--- src/rtl/mac_pkg.sv ---
// Shared types and sizing helpers for the mac operand serializer.
package mac_pkg;

    typedef enum logic [1:0] {
        IDLE,
        WAIT,
        SHIFT
    } ser_state_e;

    localparam int MAC_W_DEFAULT = 4;

    function automatic int frame_len(input int w);
        return 2 * w;
    endfunction

    function automatic int cnt_width(input int w);
        return $clog2(2 * w);
    endfunction

endpackage

--- src/rtl/mac_operand_ser_if.sv ---
// Parallel operand handshake plus serial MAC-side signals of mac_operand_ser.
interface mac_operand_ser_if #(
    parameter int W = mac_pkg::MAC_W_DEFAULT
);
    logic           IN_VALID;
    logic           IN_READY;
    logic [W-1:0]   IN_A;
    logic [W-1:0]   IN_B;
    logic [2*W-1:0] IN_C;
    logic           MAC_READY;
    logic           A;
    logic           B;
    logic           C;
    logic           START;
    logic           DONE;

    modport master (
        output IN_VALID, IN_A, IN_B, IN_C, MAC_READY,
        input  IN_READY, A, B, C, START, DONE
    );

    modport slave (
        input  IN_VALID, IN_A, IN_B, IN_C, MAC_READY,
        output IN_READY, A, B, C, START, DONE
    );
endinterface

--- src/rtl/mac_ser_buf.sv ---
// One-entry operand holding register with full flag; only present when
// MAC_SER_BUF_EN is defined.
`ifdef MAC_SER_BUF_EN
module mac_ser_buf
    import mac_pkg::*;
#(
    parameter int W = MAC_W_DEFAULT
) (
    input  logic           clk,
    input  logic           rst,
    input  logic           load,
    input  logic           drain,
    input  logic [W-1:0]   in_a,
    input  logic [W-1:0]   in_b,
    input  logic [2*W-1:0] in_c,
    output logic           full,
    output logic [W-1:0]   out_a,
    output logic [W-1:0]   out_b,
    output logic [2*W-1:0] out_c
);
    logic           full_q, full_d;
    logic [W-1:0]   a_q, a_d, b_q, b_d;
    logic [2*W-1:0] c_q, c_d;

    // A load on the same edge as a drain refills the entry.
    always_comb begin
        full_d = full_q;
        a_d    = a_q;
        b_d    = b_q;
        c_d    = c_q;
        if (load) begin
            full_d = 1'b1;
            a_d    = in_a;
            b_d    = in_b;
            c_d    = in_c;
        end else if (drain) begin
            full_d = 1'b0;
        end
    end

    always_ff @(posedge clk) begin
        if (rst) begin
            full_q <= 1'b0;
            a_q    <= '0;
            b_q    <= '0;
            c_q    <= '0;
        end else begin
            full_q <= full_d;
            a_q    <= a_d;
            b_q    <= b_d;
            c_q    <= c_d;
        end
    end

    assign full  = full_q;
    assign out_a = a_q;
    assign out_b = b_q;
    assign out_c = c_q;
endmodule
`endif

--- src/rtl/mac_operand_ser.sv ---
// Bit-serial operand transmitter feeding the mac block, LSB first, 2W-cycle frames.
// Define MAC_SER_BUF_EN to add a one-entry holding buffer for back-to-back frames.
module mac_operand_ser
    import mac_pkg::*;
#(
    parameter int W = MAC_W_DEFAULT
) (
    input  logic            CLK,
    input  logic            RST,
    mac_operand_ser_if.slave bus
);
    localparam int            FRAME = frame_len(W);
    localparam int            CW    = cnt_width(W);
    localparam logic [CW-1:0] LAST  = CW'(FRAME - 1);

    ser_state_e     state_q, state_d;
    logic [CW-1:0]  cnt_q, cnt_d;
    logic [W-1:0]   sa_q, sa_d, sb_q, sb_d;
    logic [2*W-1:0] sc_q, sc_d;
    logic           a_q, a_d, b_q, b_d, c_q, c_d;
    logic           start_q, start_d, done_q, done_d;

    logic           in_ready, accept, frame_end, regs_free, have_src;
    logic [W-1:0]   src_a, src_b;
    logic [2*W-1:0] src_c;

`ifdef MAC_SER_BUF_EN
    logic           buf_full, buf_load, buf_drain;
    logic [W-1:0]   buf_a, buf_b;
    logic [2*W-1:0] buf_c;

    mac_ser_buf #(.W(W)) u_buf (
        .clk   (CLK),
        .rst   (RST),
        .load  (buf_load),
        .drain (buf_drain),
        .in_a  (bus.IN_A),
        .in_b  (bus.IN_B),
        .in_c  (bus.IN_C),
        .full  (buf_full),
        .out_a (buf_a),
        .out_b (buf_b),
        .out_c (buf_c)
    );

    assign in_ready = !buf_full;
`else
    assign in_ready = (state_q == IDLE);
`endif

    // A frame source (WAIT regs, buffer, or fresh input) starts only when MAC_READY is high.
    always_comb begin
        state_d   = state_q;
        cnt_d     = cnt_q;
        sa_d      = sa_q;
        sb_d      = sb_q;
        sc_d      = sc_q;
        a_d       = 1'b0;
        b_d       = 1'b0;
        c_d       = 1'b0;
        start_d   = 1'b0;
        done_d    = 1'b0;
        have_src  = 1'b0;
        src_a     = sa_q;
        src_b     = sb_q;
        src_c     = sc_q;
        accept    = bus.IN_VALID && in_ready;
        frame_end = (state_q == SHIFT) && (cnt_q == LAST);
        regs_free = (state_q == IDLE) || frame_end;
`ifdef MAC_SER_BUF_EN
        buf_drain = regs_free && buf_full;
        buf_load  = accept && !(regs_free && !buf_full);
`endif

        if (state_q == WAIT) begin
            have_src = 1'b1;
        end

        if ((state_q == SHIFT) && !frame_end) begin
            a_d    = sa_q[0];
            b_d    = sb_q[0];
            c_d    = sc_q[0];
            sa_d   = sa_q >> 1;
            sb_d   = sb_q >> 1;
            sc_d   = sc_q >> 1;
            cnt_d  = cnt_q + 1'b1;
            done_d = (cnt_q == LAST - 1'b1);
        end

        if (regs_free) begin
`ifdef MAC_SER_BUF_EN
            if (buf_full) begin
                have_src = 1'b1;
                src_a    = buf_a;
                src_b    = buf_b;
                src_c    = buf_c;
            end else
`endif
            if (accept) begin
                have_src = 1'b1;
                src_a    = bus.IN_A;
                src_b    = bus.IN_B;
                src_c    = bus.IN_C;
            end
            if (!have_src) begin
                state_d = IDLE;
            end
        end

        if (have_src) begin
            if (bus.MAC_READY) begin
                state_d = SHIFT;
                cnt_d   = '0;
                a_d     = src_a[0];
                b_d     = src_b[0];
                c_d     = src_c[0];
                start_d = 1'b1;
                sa_d    = src_a >> 1;
                sb_d    = src_b >> 1;
                sc_d    = src_c >> 1;
            end else begin
                state_d = WAIT;
                sa_d    = src_a;
                sb_d    = src_b;
                sc_d    = src_c;
            end
        end
    end

    always_ff @(posedge CLK) begin
        if (RST) begin
            state_q <= IDLE;
            cnt_q   <= '0;
            sa_q    <= '0;
            sb_q    <= '0;
            sc_q    <= '0;
            a_q     <= 1'b0;
            b_q     <= 1'b0;
            c_q     <= 1'b0;
            start_q <= 1'b0;
            done_q  <= 1'b0;
        end else begin
            state_q <= state_d;
            cnt_q   <= cnt_d;
            sa_q    <= sa_d;
            sb_q    <= sb_d;
            sc_q    <= sc_d;
            a_q     <= a_d;
            b_q     <= b_d;
            c_q     <= c_d;
            start_q <= start_d;
            done_q  <= done_d;
        end
    end

    assign bus.IN_READY = in_ready;
    assign bus.A        = a_q;
    assign bus.B        = b_q;
    assign bus.C        = c_q;
    assign bus.START    = start_q;
    assign bus.DONE     = done_q;
endmodule

--- src/flat_wrapper.sv ---
// flat-port wrapper written by rule: the top's interface ports become plain ports
module mac_operand_ser_flat import mac_pkg::*;
#(
    parameter int W = MAC_W_DEFAULT
)
  (CLK, RST, bus_IN_VALID, bus_IN_A, bus_IN_B, bus_IN_C, bus_MAC_READY, bus_IN_READY, bus_A, bus_B, bus_C, bus_START, bus_DONE);
  mac_operand_ser_if #(.W(W)) bus_i ();
  input  logic CLK;
  input  logic RST;
  input wire logic [$bits(bus_i.IN_VALID)-1:0] bus_IN_VALID;
  input wire logic [$bits(bus_i.IN_A)-1:0] bus_IN_A;
  input wire logic [$bits(bus_i.IN_B)-1:0] bus_IN_B;
  input wire logic [$bits(bus_i.IN_C)-1:0] bus_IN_C;
  input wire logic [$bits(bus_i.MAC_READY)-1:0] bus_MAC_READY;
  output wire logic [$bits(bus_i.IN_READY)-1:0] bus_IN_READY;
  output wire logic [$bits(bus_i.A)-1:0] bus_A;
  output wire logic [$bits(bus_i.B)-1:0] bus_B;
  output wire logic [$bits(bus_i.C)-1:0] bus_C;
  output wire logic [$bits(bus_i.START)-1:0] bus_START;
  output wire logic [$bits(bus_i.DONE)-1:0] bus_DONE;
  assign bus_i.IN_VALID = bus_IN_VALID;
  assign bus_i.IN_A = bus_IN_A;
  assign bus_i.IN_B = bus_IN_B;
  assign bus_i.IN_C = bus_IN_C;
  assign bus_i.MAC_READY = bus_MAC_READY;
  assign bus_IN_READY = bus_i.IN_READY;
  assign bus_A = bus_i.A;
  assign bus_B = bus_i.B;
  assign bus_C = bus_i.C;
  assign bus_START = bus_i.START;
  assign bus_DONE = bus_i.DONE;
  mac_operand_ser #(.W(W)) u_core (.CLK(CLK), .RST(RST), .bus(bus_i));
endmodule
--- config.mk ---
export PLATFORM = sky130hd
export DESIGN_NAME = mac_operand_ser_flat
export DESIGN_NICKNAME = d
export VERILOG_FILES = /design/src/rtl/mac_pkg.sv /design/src/rtl/mac_operand_ser_if.sv /design/src/rtl/mac_ser_buf.sv /design/src/rtl/mac_operand_ser.sv /design/src/flat_wrapper.sv
export SDC_FILE = /design/constraint.sdc
export NUM_CORES = 1
export LEC_CHECK = 0
export BUFFER_PORTS_ARGS = -buffer_cell sky130_fd_sc_hd__clkbuf_2
export CORE_MARGIN = 1
export CORE_UTILIZATION = 35
export CTS_BUF_LIST = sky130_fd_sc_hd__clkbuf_16
export DETAILED_ROUTE_END_ITERATION = 10
export GPL_ROUTABILITY_DRIVEN = 0
export PLACE_DENSITY_LB_ADDON = 0.25
export SLEW_MARGIN = 20
export SYNTH_ARGS = -nofsm -noshare
export SYNTH_HDL_FRONTEND = slang
export SYNTH_HIERARCHICAL = 1
export SYNTH_SLANG_ARGS = --single-unit
--- constraint.sdc ---
create_clock -name CLK -period 4.6 [get_ports CLK]
set_input_delay 0.46 -clock CLK [delete_from_list [all_inputs] [get_ports CLK]]
set_output_delay 0.46 -clock CLK [all_outputs]
set_load 0.01 [all_outputs]
==> results.toml, run 1 <==
[critical_path]
critical_path_data_required_time_ps = 4750
crit_fanout = 67
reg2regPathDepth = 3
timing.critical_path.to_type = "flip-flop"
crit_path_end = "u_core/sc_q[1]$_SDFFE_PP0P_"
worstReg2RegEnd = "u_core/sc_q[1]$_SDFFE_PP0P_"
setup.worst_path.start_class = "flip-flop"
worst-endpoint-arrival_ps = 2290
ff2ff_setup_slack_ps = 2470
critPathKind = "flip-flop to flip-flop"
cpPeakStageDelay_ps = 1040
timing.critical_path.cells = "or2_0, a21oi_2, o221a_2"
crit_path_top_delay_cell = "sky130_fd_sc_hd__dfxtp_2"
rr_startpoint = "u_core/state_q[0]$_SDFFE_PP0P_"
timing.critical_path.from = "u_core/state_q[0]$_SDFFE_PP0P_"

[finish]
final_nets = 241
final_layout_size_suffix_gt1_frac = 0.207
area_occupied_by_multi_input_gates_um2 = 1060
area_growth_syn_to_layout_pct = 10.3
filler_cell_count = 512
layout.area.seq_um2 = 522
n_antenna_cell = 0

[routing]
drcViolationCount = 0
routed-via-count = 1599
highest_layer = "met4"
met3_wirelength_um = 125
antenna_left = 0
total_wire_length_after_detailed_routing_um = 4210
routed-wl-met2_um = 1800
detail_route.wirelength.met1_um = 2220
drt_pass1_iterations = 4
dr.first_iter.drc_count = 93
drt-wirelength-per-cell_um = 14.8
vias_per_cell = 5.63

[power]
switching_share = 0.277
p_seq_frac = 0.417
netSwitchingPower_uw = 183
pwr_density_cell_nw_per_um2 = 342
clock_power_share = 0.391
total_leakage_power_nw = 0.694
part_of_the_power_in_combinational_logic = 0.192
internal_power_uw = 478
max-vdd-ir-drop_uv = 230

[yosys]
synth_cell_type_count = 45
syn-num-nets = 232
ys.warnings.count = 6
synthMostInstantiatedCell = "sky130_fd_sc_hd__a21oi_1"
syn-instance-count = 209
dominantRegCellSynth = "sky130_fd_sc_hd__dfxtp_1"
synth.cell_area_um2 = 1750
register_bit_total_from_synthesis = 26
yosysTopAreaCell = "sky130_fd_sc_hd__dfxtp_1"
syn_area_per_cell_um2 = 8.39
synth_top_cells_by_count = "sky130_fd_sc_hd__a21oi_1, sky130_fd_sc_hd__dfxtp_1, sky130_fd_sc_hd__nand2_1"
synth_edf_count = 0
ys_async_sr_fraction = 0
netlist.area_leader.share = 0.297
synthTopCellsByArea = "sky130_fd_sc_hd__dfxtp_1, sky130_fd_sc_hd__a21oi_1, sky130_fd_sc_hd__nand3b_1"
synth.yosys.seq_area_share = 0.297

[timing]
worst_slew_pin_slew_ps = 1080
finalHoldViolations = 0
timing.final.max_slew_violations = 0
final_setup_violation_count = 0
fin_crit_ps = 2130
remaining_max_slew_budget_at_the_tightest_pin = 0.283
finalCritPeriodShare = 0.464
worst_hold_slack_ps = 426
final.setup.tns_ps = 0
grt_setup_unrepaired = "false"
max_freq_mhz = 469
clock-skew-final_ps = 3.52

[run_status]
outcome = "finished, final reports clean"

[clock_tree]
clk_pin_slew_ps = 70
clock_root_buffer = "sky130_fd_sc_hd__clkbuf_16"
post_cts_hold_fix_bufs = 0
maximum_level_of_the_cts_h_tree = 1
cts_buffers = 3
worst_skew_pair.late_latency_ps = 260
cts_tree = "done"
post_cts_resized = 0
postCtsSetupRepairBufs = 0
clock-sinks = 26
max-clock-path-buffers = 2

[grt]
overflow = 0
first_global_vias = 1471
grt_max_degree = 68
grt_use_total = 0.168
grt_first_pass_wirelength_um = 6970
grt_antenna_before_repair = 0

[job]
drv_cap = 0

[die]
row_count = 25
die_y_um = 72.8
core_um2 = 4790
die-width_um = 72.8
ios = 26
dieArea_um2 = 5300
start_util = 0.367

[hold_path]
min-delay-path-class = "input port to flip-flop"

[placed_design]
port_buffers = 25
dp.final_hpwl_um = 2760
-- power by group through the flow --
stage / combinational, mW / sequential, mW / clock (mW)
final: 0.127 / 0.275 / 0.259
after global routing: 0.142 / 0.279 / 0.272
after CTS: 0.127 / 0.275 / 0.263
after detailed placement: 0.126 / 0.280 / 0
after global placement: 0.126 / 0.280 / 0
after floorplan: 0.114 / 0.264 / 0
-- cells in the final DEF, fill, tap and decap left out, types with 2 or more instances in the layout --
cell type and n:
sky130_fd_sc_hd__a32o_1 2, sky130_fd_sc_hd__o21ai_0 6, sky130_fd_sc_hd__inv_1 7, sky130_fd_sc_hd__o21a_1 4
sky130_fd_sc_hd__o211ai_1 3, sky130_fd_sc_hd__dfxtp_1 25, sky130_fd_sc_hd__a221oi_2 2, sky130_fd_sc_hd__clkbuf_2 25
sky130_fd_sc_hd__nand3b_1 16, sky130_fd_sc_hd__a21oi_1 29, sky130_fd_sc_hd__a32oi_1 9, sky130_fd_sc_hd__o22ai_1 2
sky130_fd_sc_hd__a311o_1 4, sky130_fd_sc_hd__nor2_1 3, sky130_fd_sc_hd__a21boi_0 2, sky130_fd_sc_hd__nor4_1 4
sky130_fd_sc_hd__or3_1 5, sky130_fd_sc_hd__clkbuf_16 3, sky130_fd_sc_hd__o311ai_0 2, sky130_fd_sc_hd__nor3_1 8
sky130_fd_sc_hd__o2bb2ai_1 4, sky130_fd_sc_hd__nand2_1 21, sky130_fd_sc_hd__ha_1 3, sky130_fd_sc_hd__o221a_2 6
-- worst min path at each step --
stage | from | endpoint | slack (ps) | depth (start not counted)
2_1_floorplan | u_core/cnt_q[2]$_SDFF_PP0_ | u_core/bus.DONE$_SDFF_PP0_ | 440 | 2
3_3_place_gp | u_core/cnt_q[2]$_SDFF_PP0_ | u_core/bus.DONE$_SDFF_PP0_ | 470 | 2
3_5_place_dp | u_core/cnt_q[2]$_SDFF_PP0_ | u_core/bus.DONE$_SDFF_PP0_ | 470 | 2
4_1_cts | bus_IN_A[3] | u_core/sa_q[3]$_SDFFE_PP0P_ | 430 | 3
5_1_grt | bus_IN_A[3] | u_core/sa_q[3]$_SDFFE_PP0P_ | 440 | 3
6_report | bus_IN_A[3] | u_core/sa_q[3]$_SDFFE_PP0P_ | 430 | 3
-- routing by layer --
layer | track usage | vias to the layer above
met4 | 0.0436 | 0
met1 | 0.243 | 750
met5 | 0 | -
met3 | 0.0331 | 4
met2 | 0.252 | 28
li1 | - | 817
-- through the flow --
stage          total power [mW]  instance area, um2  worst slack, ps   util  instances
2_1_floorplan             0.379                1750             2890      -        209
3_3_place_gp              0.406                1830             2540  0.382        280
3_5_place_dp              0.406                1830             2510  0.382        280
4_1_cts                   0.665                1930             2480  0.404        284
5_1_grt                   0.692                1930             2330  0.404        284
6_report                  0.661                1930             2470  0.404        284
-- cell type report --
type / instances / share of cell area
Clock inverter: 1 / 0.0155
Sequential cell: 26 / 0.270
Inverter: 8 / 0.0155
Multi-Input combinational cell: 153 / 0.549
Tap cell: 67 / 0.0433
Clock buffer: 3 / 0.0388
Timing Repair Buffer: 26 / 0.0686
-- state kept, by name, indices dropped and copies added, names as in the netlist --
name and cells:
u_core/bus.C 1, u_core/bus.A 1, u_core/state_q 2, u_core/sb_q 4, u_core/sc_q 8, u_core/sa_q 4
u_core/bus.START 1, u_core/bus.B 1, u_core/cnt_q 3, u_core/bus.DONE 1
-- kinds of logic (layout without fill, tap and decap cells) --
family                     after synthesis  in the layout  share of synthesized area
AOI/OAI and AO/OA                       81             81                      0.342
and+or+nand+nor                         67             67                      0.231
DFF                                     26             26                      0.297
adders and majority gates                3              3                     0.0214
muxes                                    1              1                    0.00571
buffers and inverters                   30             38                     0.0984
xor gates and xnor gates                 1              1                    0.00499
-- worst max-delay path, delay by kind of cell (launching register included) --
kind,cells,cell delay [ps]
AND/OR/NAND/NOR,1,470
flip-flops,1,1040
AO/OA/AOI/OAI,2,500
No activity file was read; power rests on OpenSTA's default activity.
==> run 2, diff against run 1 <==
- clock period: 4.6 -> 2.24 ns (I/O delays scaled with it)
==> results.toml, run 2 (same netlist as run 1, synthesis figures left out) <==
[run_status]
outcome = "finished, final reports clean"

[finish]
top_register = "u_core/sc_q"
biggestRegsByFlops = "u_core/sc_q: 8 flops, u_core/sa_q: 4 flops, u_core/sb_q: 4 flops"
n_antenna_cell = 0
filler_cell_count = 492
final_layout_size_suffix_gt1_frac = 0.218
instances_no_fill = 287
largest_register_ff_count = 8
final_cell_mix = "sky130_fd_sc_hd__a21oi_1, sky130_fd_sc_hd__clkbuf_2, sky130_fd_sc_hd__dfxtp_1"
final_core_utilization = 0.412
area_growth_syn_to_layout_pct = 12.3
commonest_non_fill_non_tap_cell_in_the_layout = "sky130_fd_sc_hd__a21oi_1"
final_nets = 244

[placed_design]
dp.final_hpwl_um = 2860
port_buffers = 25
place.detailed.instances = 283

[critical_path]
crit_fanout = 11
ff2ff_setup_slack_ps = 270
critPathKind = "flip-flop to flip-flop"
timing.critical_path.from = "u_core/cnt_q[0]$_SDFF_PP0_"
worst-endpoint-arrival_ps = 2130
cpPeakStageDelay_ps = 440
setup.worst_path.start_class = "flip-flop"
rr_startpoint = "u_core/cnt_q[0]$_SDFF_PP0_"
worstReg2RegEnd = "u_core/sc_q[3]$_SDFFE_PP0P_"
crit_path_frequent_cell = "sky130_fd_sc_hd__ha_1"
crit_path_top_delay_cell = "sky130_fd_sc_hd__or2_0"
timing.critical_path.to_type = "flip-flop"
reg2regPathDepth = 5
timing.critical_path.cells = "ha_1, ha_1, or2_0, a21oi_2, o221a_2"
critical_path_data_required_time_ps = 2390
crit_path_end = "u_core/sc_q[3]$_SDFFE_PP0P_"

[hold_path]
hold_depth = 3
hold_path_startpoint = "bus_IN_A[0]"
min-delay-path-class = "input port to flip-flop"

[grt]
grt_antenna_before_repair = 0
grt_max_degree = 33
grt_first_pass_wirelength_um = 7120
grt_use_total = 0.172
overflow = 0
first_global_vias = 1412

[timing]
worst_slew_pin_slew_ps = 628
finalHoldViolations = 0
finalCritPeriodShare = 0.881
final.setup.tns_ps = 0
grt_setup_unrepaired = "false"
final_setup_violation_count = 0
remaining_max_slew_budget_at_the_tightest_pin = 0.581
timing.final.max_slew_violations = 0
fin_crit_ps = 1970
max_freq_mhz = 507
clock-skew-final_ps = 2.79

[clock_tree]
maximum_level_of_the_cts_h_tree = 1
postCtsSetupRepairBufs = 0
worst_skew_pair.late_latency_ps = 260
cts_buffers = 3
clock_root_buffer = "sky130_fd_sc_hd__clkbuf_16"
post_cts_resized = 0
clk_pin_slew_ps = 70
clock-sinks = 26
max-clock-path-buffers = 2
post_cts_hold_fix_bufs = 0
cts_tree = "done"

[routing]
antenna_left = 0
drt-wirelength-per-cell_um = 14.7
routed-via-count = 1631
drt_pass1_iterations = 5
drcViolationCount = 0
vias_per_cell = 5.68
dr.first_iter.drc_count = 120
total_wire_length_after_detailed_routing_um = 4220

[die]
dieArea_um2 = 5300
core_um2 = 4790
start_util = 0.367
die_y_um = 72.8
row_count = 25
ios = 26
die-width_um = 72.8

[power]
netSwitchingPower_uw = 369
internal_power_uw = 988
post-layout-total-power_mw = 1.36
part_of_the_power_in_combinational_logic = 0.211
switching_share = 0.272
total_leakage_power_nw = 0.713
p_seq_frac = 0.405
clock_power_share = 0.384
max-vdd-ir-drop_uv = 393
pwr_density_cell_nw_per_um2 = 689

[job]
drv_cap = 0
==> run 2: worst min-delay path by stage <==
| stage | slack (ps) | to |
|---|---|---|
| CTS | 190 | u_core/bus.C$_SDFF_PP0_ |
| finish | 200 | u_core/bus.A$_SDFF_PP0_ |
| global route | 200 | u_core/bus.B$_SDFF_PP0_ |
| global placement | 470 | u_core/bus.A$_SDFF_PP0_ |
| floorplan | 360 | u_core/bus.A$_SDFF_PP0_ |
| detailed placement | 470 | u_core/cnt_q[2]$_SDFF_PP0_ |
==> run 2: layout make-up <==
cell class                      count  area, um2  share of cell area
Timing Repair Buffer               29        168              0.0851
Clock inverter                      1       30.0              0.0152
Clock buffer                        3       75.1              0.0381
Tap cell                           67       83.8              0.0426
Sequential cell                    26        522               0.265
Inverter                            8       30.0              0.0152
Multi-Input combinational cell    153       1060               0.539
==> run 2: metrics by stage <==
| stage | setup slack [ps] | hold WS, ps | cell area [um2] |
|---|---|---|---|
| final | 267 | 199 | 1970 |
| after detailed placement | 268 | 466 | 1860 |
| after floorplan | 533 | 360 | 1750 |
| after CTS | 262 | 194 | 1970 |
| after global placement | 355 | 468 | 1860 |
| after global routing | 141 | 204 | 1970 |
==> run 2: worst max-delay path: cells and delay by family (launching register included) <==
family | cells | cell delay (ps)
adder cells (fa/ha/maj) | 2 | 550
AND/OR/NAND/NOR | 1 | 440
flip-flops | 1 | 380
AO/OA/AOI/OAI | 2 | 500
==> run 2: layer usage <==
metal | part of all wire | GRT usage | routed length, um | vias to the layer above
met5 | 0 | 0 | 0 | -
met4 | 0.0069 | 0.0327 | 29 | 0
met3 | 0.057 | 0.0290 | 240 | 2
met2 | 0.43 | 0.266 | 1820 | 51
met1 | 0.50 | 0.252 | 2130 | 752
li1 | - | - | - | 826
==> run 2: power by group through the flow <==
stage | Clock, mW | Sequential [mW] | Combinational, mW
after floorplan | 0 | 0.543 | 0.235
after global placement | 0 | 0.560 | 0.284
after detailed placement | 0 | 0.559 | 0.283
after CTS | 0.533 | 0.549 | 0.284
after global routing | 0.554 | 0.556 | 0.320
final | 0.521 | 0.550 | 0.287
==> run 3, diff against run 2 <==
- ABC_AREA: default -> 1
- SYNTH_HIERARCHICAL: 1 -> default
==> results.toml, run 3 <==
[power]
total_leakage_power_nw = 0.884
post-layout-total-power_mw = 1.21
max-vdd-ir-drop_uv = 270
pwr_density_cell_nw_per_um2 = 695

[yosys]
dominantRegCellSynth = "sky130_fd_sc_hd__dfxtp_1"
synth_cell_type_count = 22
register_bit_total_from_synthesis = 26
synthTopCellsByArea = "sky130_fd_sc_hd__dfxtp_1, sky130_fd_sc_hd__nand2_1, sky130_fd_sc_hd__nand3_1"
syn-num-nets = 259
synth.yosys.seq_area_share = 0.338
ys.warnings.count = 0
syn_area_per_cell_um2 = 6.53
netlist.area_leader.share = 0.338
synthMostInstantiatedCell = "sky130_fd_sc_hd__nand2_1"
yosysTopAreaCell = "sky130_fd_sc_hd__dfxtp_1"
synth.cell_area_um2 = 1540
synth_edf_count = 0
synth_top_cells_by_count = "sky130_fd_sc_hd__nand2_1, sky130_fd_sc_hd__nand3_1, sky130_fd_sc_hd__dfxtp_1"
ys_async_sr_fraction = 0
syn-instance-count = 236

[die]
core_um2 = 4120
die_y_um = 68.4
row_count = 23
dieArea_um2 = 4670
ios = 26
start_util = 0.375
die-width_um = 68.4

[routing]
drt_pass1_iterations = 5
antenna_left = 0
total_wire_length_after_detailed_routing_um = 3580
routed-via-count = 1503
drt-wirelength-per-cell_um = 11.7
dr.first_iter.drc_count = 53
vias_per_cell = 4.93
drcViolationCount = 0

[finish]
final_nets = 279
commonest_non_fill_non_tap_cell_in_the_layout = "sky130_fd_sc_hd__nand2_1"
area_growth_syn_to_layout_pct = 12.5
filler_cell_count = 445
largest_register_ff_count = 8
final_core_utilization = 0.421
n_antenna_cell = 0
final_layout_size_suffix_gt1_frac = 0.173
top_register = "u_core.sc_q"
final_cell_mix = "sky130_fd_sc_hd__nand2_1, sky130_fd_sc_hd__nand3_1, sky130_fd_sc_hd__dfxtp_1"
biggestRegsByFlops = "u_core.sc_q: 8 flops, u_core.sa_q: 4 flops, u_core.sb_q: 4 flops"

[timing]
timing.final.max_slew_violations = 0
fin_crit_ps = 1820
finalCritPeriodShare = 0.811
finalHoldViolations = 0
worst_slew_pin_slew_ps = 590
final.setup.tns_ps = 0
grt_setup_unrepaired = "false"
remaining_max_slew_budget_at_the_tightest_pin = 0.606
max_freq_mhz = 550
final_setup_violation_count = 0
clock-skew-final_ps = 4.32

[grt]
overflow = 0
grt_antenna_before_repair = 0
grt_use_total = 0.178
first_global_vias = 1344
grt_first_pass_wirelength_um = 6150
grt_max_degree = 19

[critical_path]
timing.critical_path.to_type = "flip-flop"
crit_family = "simple AND/OR/NAND/NOR gates"
crit_fanout = 17
critPathKind = "flip-flop to flip-flop"
worstPathBufferInverterCount = 1
crit_path_top_delay_cell = "sky130_fd_sc_hd__nor2_2"
timing.critical_path.cells = "o21ai_4, nor2_2, inv_1, nor2_2, nand2_1, nand2_1"
setup.worst_path.start_class = "flip-flop"
critical_path_data_required_time_ps = 2450
worst-endpoint-arrival_ps = 2020
cpPeakStageDelay_ps = 510

[clock_tree]
cts_tree = "done"
postCtsSetupRepairBufs = 0
post_cts_resized = 0
max-clock-path-buffers = 2
cts_buffers = 3
worst_skew_pair.late_latency_ps = 260
clock_root_buffer = "sky130_fd_sc_hd__clkbuf_16"
maximum_level_of_the_cts_h_tree = 1
clk_pin_slew_ps = 70
clock-sinks = 26
post_cts_hold_fix_bufs = 0

[placed_design]
dp.final_hpwl_um = 2370
port_buffers = 25

[hold_path]
min-delay-path-class = "input port to flip-flop"

[run_status]
outcome = "finished, final reports clean"

[job]
drv_cap = 0
run 3: worst paths after layout:
| check | slack [ps] | start | end | cells after the start |
|---|---|---|---|---|
| worst max-delay path | 420 | u_core.state_q[0]$_SDFFE_PP0P_ | u_core.bus.A$_SDFF_PP0_ | 6 |
| worst min-delay path | 270 | RST | u_core.sa_q[3]$_SDFFE_PP0P_ | 2 |
| worst min register to register | 480 | u_core.sa_q[3]$_SDFFE_PP0P_ | u_core.sa_q[3]$_SDFFE_PP0P_ | 2 |
| worst max register to register | 420 | u_core.state_q[0]$_SDFFE_PP0P_ | u_core.bus.A$_SDFF_PP0_ | 6 |
run 3: layout make-up:
cell class                 count  area (um2)  area share
clock buffer                   3        75.1      0.0433
clock inverter                 1        3.75     0.00216
inverter                      22        82.6      0.0476
multi-input combinational    177         857       0.494
sequential                    26         520       0.300
tap                           50        62.6      0.0361
timing repair buffer          26         133      0.0765
run 3: cell families (layout without fill, tap and decap cells):
kind of cell               after synthesis  after routing  share of synthesized area
DFF                                     26             26                      0.338
buffers and inverters                   33             52                      0.106
AOI/OAI and AO/OA                       25             25                     0.0901
adders and majority gates                3              3                     0.0244
and+or+nand+nor                        149            149                      0.442
run 3: power breakdown:
group | internal [mW] | leakage [nW] | switching (mW)
registers | 0.499 | 0.213 | 0.0252
logic | 0.103 | 0.633 | 0.173
clock network | 0.239 | 0.0385 | 0.166
total | 0.841 | 0.884 | 0.365
run 3: per-layer routing:
layer | track usage | share of wire | vias up
li1 | - | - | 786
met1 | 0.234 | 0.51 | 674
met2 | 0.293 | 0.44 | 39
met3 | 0.0317 | 0.042 | 4
met4 | 0.0547 | 0.011 | 0
met5 | 0 | 0 | -
run 3: stage by stage:
| step | cell area (um2) | worst slack (ps) | hold slack (ps) | cells |
|---|---|---|---|---|
| 5_1_grt | 1730 | 214 | 295 | 305 |
| 3_3_place_gp | 1660 | 461 | 467 | 301 |
| 2_1_floorplan | 1540 | 841 | 449 | 236 |
| 3_5_place_dp | 1660 | 450 | 469 | 301 |
| 6_report | 1730 | 423 | 271 | 305 |
| 4_1_cts | 1730 | 432 | 274 | 305 |
